[config.mk]
export PLATFORM = sky130hd
export DESIGN_NAME = uart_host_ctrl_flat
export DESIGN_NICKNAME = d
export VERILOG_FILES = /design/src/rtl/uart_host_ctrl_if.sv /design/src/rtl/uart_host_ctrl.sv /design/src/flat_wrapper.sv
export SDC_FILE = /design/constraint.sdc
export NUM_CORES = 1
export LEC_CHECK = 0
export ABC_CLOCK_PERIOD_IN_PS = 1300
export CORE_MARGIN = 3
export CORE_UTILIZATION = 36
export CTS_CLUSTER_SIZE = 25
export DETAILED_ROUTE_END_ITERATION = 8
export PLACE_DENSITY = 0.82
export SETUP_SLACK_MARGIN = 0.5
export SYNTH_ARGS = -nofsm -noshare
export SYNTH_HDL_FRONTEND = slang
export SYNTH_SLANG_ARGS = --single-unit
[constraint.sdc]
create_clock -name clk -period 1.3 [get_ports clk]
set_input_delay 0.13 -clock clk [delete_from_list [all_inputs] [get_ports clk]]
set_output_delay 0.13 -clock clk [all_outputs]
set_load 0.05 [all_outputs]
[src/rtl/uart_host_ctrl_if.sv]
// uart_host_ctrl_if: requester, rx-consumer and UART strobe signals of uart_host_ctrl
interface uart_host_ctrl_if;
  logic req0_valid;
  logic [7:0] req0_data;
  logic req0_ready;
  logic req1_valid;
  logic [7:0] req1_data;
  logic req1_ready;
  logic rx_valid;
  logic [7:0] rx_data;
  logic [2:0] rx_err;
  logic rx_ready;
  logic uart_write;
  logic [1:0] uart_read;
  logic [15:0] uart_out;
  logic [7:0] uart_ds;
  modport master (
    input req0_valid, req0_data, req1_valid, req1_data, rx_ready, uart_ds,
    output req0_ready, req1_ready, rx_valid, rx_data, rx_err, uart_write, uart_read, uart_out
  );
  modport slave (
    output req0_valid, req0_data, req1_valid, req1_data, rx_ready, uart_ds,
    input req0_ready, req1_ready, rx_valid, rx_data, rx_err, uart_write, uart_read, uart_out
  );
endinterface

[src/rtl/uart_host_ctrl.sv]
// uart_host_ctrl: polls UART status, fetches RX bytes and round-robins TX between two requesters
module uart_host_ctrl #(
  parameter int SETTLE_CYC = 2
) (
  input logic clk,
  input logic rst,
  uart_host_ctrl_if.master bus
);
  typedef enum logic [1:0] {SETTLE, POLL, RXRD, TXWR} state_t;
  localparam int CW = SETTLE_CYC > 1 ? $clog2(SETTLE_CYC) : 1;
  state_t state;
  logic [CW-1:0] cnt;
  logic rr_ptr, gnt, rx_valid, g;
  logic [7:0] tx_byte, rx_data;
  logic [2:0] rx_err;
  assign g = (bus.req0_valid && bus.req1_valid) ? rr_ptr : bus.req1_valid;
  assign bus.uart_write = state == TXWR;
  assign bus.uart_read = state == POLL ? 2'b10 : state == RXRD ? 2'b01 : 2'b00;
  assign bus.uart_out = state == TXWR ? {8'h00, tx_byte} : 16'h0000;
  assign bus.req0_ready = state == TXWR && !gnt;
  assign bus.req1_ready = state == TXWR && gnt;
  assign bus.rx_valid = rx_valid;
  assign bus.rx_data = rx_data;
  assign bus.rx_err = rx_err;
  always_ff @(posedge clk or negedge rst) begin
    if (!rst) begin
      state <= SETTLE;
      cnt <= '0;
      rr_ptr <= 1'b0;
      gnt <= 1'b0;
      tx_byte <= 8'h00;
      rx_valid <= 1'b0;
      rx_data <= 8'h00;
      rx_err <= 3'b000;
    end else begin
      if (rx_valid && bus.rx_ready) rx_valid <= 1'b0;
      case (state)
        SETTLE: begin
          cnt <= cnt == CW'(SETTLE_CYC - 1) ? '0 : cnt + CW'(1);
          if (cnt == CW'(SETTLE_CYC - 1)) state <= POLL;
        end
        POLL:
          // rx_err is only observable with rx_valid, which is low whenever a fetch starts
          if (bus.uart_ds[0] && !rx_valid) begin
            rx_err <= bus.uart_ds[4:2];
            state <= RXRD;
          end else if (bus.uart_ds[1] && (bus.req0_valid || bus.req1_valid)) begin
            gnt <= g;
            rr_ptr <= ~g;
            tx_byte <= g ? bus.req1_data : bus.req0_data;
            state <= TXWR;
          end
        RXRD: begin
          rx_data <= bus.uart_ds;
          rx_valid <= 1'b1;
          state <= SETTLE;
        end
        TXWR: state <= SETTLE;
      endcase
    end
  end
endmodule
[src/flat_wrapper.sv]
// flat-port wrapper written by rule: the top's interface ports become plain ports
module uart_host_ctrl_flat 
#(
  parameter int SETTLE_CYC = 2
)
  (clk, rst, bus_req0_valid, bus_req0_data, bus_req1_valid, bus_req1_data, bus_rx_ready, bus_uart_ds, bus_req0_ready, bus_req1_ready, bus_rx_valid, bus_rx_data, bus_rx_err, bus_uart_write, bus_uart_read, bus_uart_out);
  uart_host_ctrl_if bus_i ();
  input logic clk;
  input logic rst;
  input wire logic [$bits(bus_i.req0_valid)-1:0] bus_req0_valid;
  input wire logic [$bits(bus_i.req0_data)-1:0] bus_req0_data;
  input wire logic [$bits(bus_i.req1_valid)-1:0] bus_req1_valid;
  input wire logic [$bits(bus_i.req1_data)-1:0] bus_req1_data;
  input wire logic [$bits(bus_i.rx_ready)-1:0] bus_rx_ready;
  input wire logic [$bits(bus_i.uart_ds)-1:0] bus_uart_ds;
  output wire logic [$bits(bus_i.req0_ready)-1:0] bus_req0_ready;
  output wire logic [$bits(bus_i.req1_ready)-1:0] bus_req1_ready;
  output wire logic [$bits(bus_i.rx_valid)-1:0] bus_rx_valid;
  output wire logic [$bits(bus_i.rx_data)-1:0] bus_rx_data;
  output wire logic [$bits(bus_i.rx_err)-1:0] bus_rx_err;
  output wire logic [$bits(bus_i.uart_write)-1:0] bus_uart_write;
  output wire logic [$bits(bus_i.uart_read)-1:0] bus_uart_read;
  output wire logic [$bits(bus_i.uart_out)-1:0] bus_uart_out;
  assign bus_i.req0_valid = bus_req0_valid;
  assign bus_i.req0_data = bus_req0_data;
  assign bus_i.req1_valid = bus_req1_valid;
  assign bus_i.req1_data = bus_req1_data;
  assign bus_i.rx_ready = bus_rx_ready;
  assign bus_i.uart_ds = bus_uart_ds;
  assign bus_req0_ready = bus_i.req0_ready;
  assign bus_req1_ready = bus_i.req1_ready;
  assign bus_rx_valid = bus_i.rx_valid;
  assign bus_rx_data = bus_i.rx_data;
  assign bus_rx_err = bus_i.rx_err;
  assign bus_uart_write = bus_i.uart_write;
  assign bus_uart_read = bus_i.uart_read;
  assign bus_uart_out = bus_i.uart_out;
  uart_host_ctrl #(.SETTLE_CYC(SETTLE_CYC)) u_core (.clk(clk), .rst(rst), .bus(bus_i));
endmodule
==> results of run 1 <==
## per-stage QoR
step | instances | total power [W] | hold slack (ps) | area [um^2] | worst slack [ps]
2_1_floorplan | 125 | 0.00375 | -166 | 1480 | -86.0
3_3_place_gp | 220 | 0.00526 | 454 | 2260 | -87.4
3_5_place_dp | 220 | 0.00538 | 477 | 2260 | -182
4_1_cts | 232 | 0.00623 | 186 | 2490 | -128
5_1_grt | 239 | 0.00701 | 171 | 2610 | -195
6_report | 239 | 0.00675 | 152 | 2610 | -147
## worst paths after layout
check,startpoint,endpoint,slack (ps),depth (start not counted)
setup reg to reg,u_core.state[1],u_core.rr_ptr,-110,5
hold / removal,rst,u_core.bus.rx_err[0],150,2
setup / recovery,u_core.state[1],bus_uart_read[1],-150,4
max in group asynchronous,rst,u_core.state[0],870,2
hold reg to reg,u_core.cnt,u_core.cnt,540,1
min in group clk,bus_req1_data[3],u_core.tx_byte[3],370,3
## state kept, by name (all words and copies together) (netlist names)
name and flops:
u_core.bus.rx_valid 1, u_core.cnt 1, u_core.state 2, u_core.tx_byte 8
u_core.rr_ptr 1, u_core.gnt 1, u_core.bus.rx_data 8, u_core.bus.rx_err 3
## cells in the mapped netlist
library cell	number	area, um^2
and3_4	1	11.3
buf_2	2	10.0
dfrtp_1	25	626
nand2_1	1	3.75
conb_1	1	3.75
and3_1	8	50.1
mux2i_1	1	10.0
clkbuf_1	5	18.8
inv_2	2	7.51
inv_1	4	15.0
mux2_1	11	124
buf_4	8	60.1
a21o_1	1	7.51
a31oi_1	16	100
mux2_4	1	15.0
nand3b_1	8	60.1
nor2_1	4	15.0
xor2_1	1	8.76
o21ai_0	8	40.0
buf_6	2	22.5
nor2b_1	2	12.5
a21oi_1	1	5.00
nand2b_1	3	18.8
a22o_1	1	8.76
o21a_1	1	7.51
## area by class of cell
type                            instances  area, um^2
Clock buffer                            4        26.3
Fill cell                             190         591
Sequential cell                        25         629
Multi-Input combinational cell         77         759
Inverter                                6        28.8
Timing Repair Buffer                   83        1110
Tap cell                               44        55.1
## what timing repair did
| item | CTS | global route |
|---|---|---|
| pin swaps | 4 | 2 |
| gates cloned | 2 | 0 |
| setup buffers | 6 | 7 |
| setup endpoints to repair | 50 | 50 |
| gates resized for setup | 25 | 17 |
## logic make-up after synthesis
group,Yosys count
compound gates,28
simple gates,27
flops,25
buf+inv,23
mux,13
xor+xnor,1
other cells,1
## routing by layer
| metal | GRT usage [%] | vias up | share of wire, % |
|---|---|---|---|
| met5 | 0 | - | 0 |
| met4 | 6.74 | 0 | 2.8 |
| met3 | 4.96 | 14 | 5.6 |
| met2 | 37.5 | 55 | 53 |
| met1 | 26.3 | 629 | 39 |
| li1 | - | 557 | - |
## power breakdown
group,switching (W),internal [W],total (W)
Clock,0.000241,0.000120,0.000362
Sequential,0.000439,0.00118,0.00161
Combinational,0.00225,0.00252,0.00477
Total,0.00293,0.00382,0.00675
## layout by cell type (no fill, tap or decap), types with 5 or more instances in the layout
cell type        instances
o21ai_0                  8
a31oi_4                  5
and3_4                   9
nand3b_1                 8
mux2_4                  12
buf_4                   12
buf_6                   12
a31oi_1                 11
clkdlybuf4s50_1         28
conb_1                   8
dfrtp_1                 22
buf_12                  26
==> metrics.cfg, run 1 <==
[outcome]
outcome=finished with violations
violations=negative setup slack

[placement]
numPortBuffers=53
dp_hpwl_um=2940
routabilityCongestion=0.821

[sta]
rsz0062_at_grt=yes
post-route-period-util_pct=111
final_max_slew_viol_count=0
hold_violations=0
setup_ws_ps=-147
setup_violations=27
period_minus_slack_ps=1450
fin_setup_tns_ps=-2080
max_freq_mhz=691
clock_skew_ps=9.91

[critical_path]
cp-end-kind=primary output
worstPathCellList=nand2b_4 -> inv_4 -> buf_6 -> buf_12
worstPathArrival_ps=1320
cp_data_required_time_ps=1170
max_stage_delay_ps=470
criticalPathCategory=reg2out
critPathLaunchType=register
critical_path_buf_inv_count=3
crit_slowest_cell=dfrtp_2
critPathTopFamily=flip-flops
worstPathMaxFanout=4

[routing]
via_count=1255
ant_nets=0
wl_um=4920
drt_first_pass_iters=4
wl_per_cell_um=20.6
viasPerCell=5.25
drc=0
drt_iter0_markers=60

[grt]
grt_usage_pct=21.6
grt_pass1_wl_um=7010
grt_start_max_net_pins=26
grt_pass1_vias=1339
grt_overflow=0
antenna_found_initial=0

[pwr]
p_leak_nw=1.10
ir_drop_mv=1.43
cellPowerDensity_nw_per_um2=2580

[hold_path]
holdCritPathClass=in2async

[synth]
yosysWarnings=0
synth_mux_area_share_pct=11.8
synth_simple_gate_area_share_pct=13.6
seq_area_frac_synth_pct=49.6
synthAdderAreaFrac_pct=0
synth_compound_area_share_pct=13.4
netlist_instances=118
synth_top_family_by_area=simple AND/OR/NAND/NOR gates
syn_area_um2=1260
synthXorXnorAreaFrac_pct=0.694
ys_ff_latch=25
syn_avg_cell_area_um2=10.7
ys_types=25

[floorplan]
rows=20
initial_core_util_pct=39.4
core_um2=3200
die_y_um=65.2
boundaryPins=62
fp.dieW_um=65.2
dieArea_um2=4250

[finish]
nets=225
final_util_pct=81.6
areaGrowthSynthToFinish_pct=107
drive_above_1_share_pct=51.3
diodes=0

[clock_tree]
cts.htree.levels=1
clockBufferDepth=2
clock-sinks=25
cts_hold_buffers=0
clk_pin_slew_ps=140
clock_latency_ps=330
clockRootBuffer=clkbuf_4
cts_tree=yes
cts_made_buffers=3

[run]
cap_violations=0

Power figures use the tool's default switching activity.
==> run 2: changes to the inputs <==
CTS_CLUSTER_DIAMETER = 150   (was default)
==> results of run 2 <==
No change in the layout: final DEF, timing and power equal those of run 1.
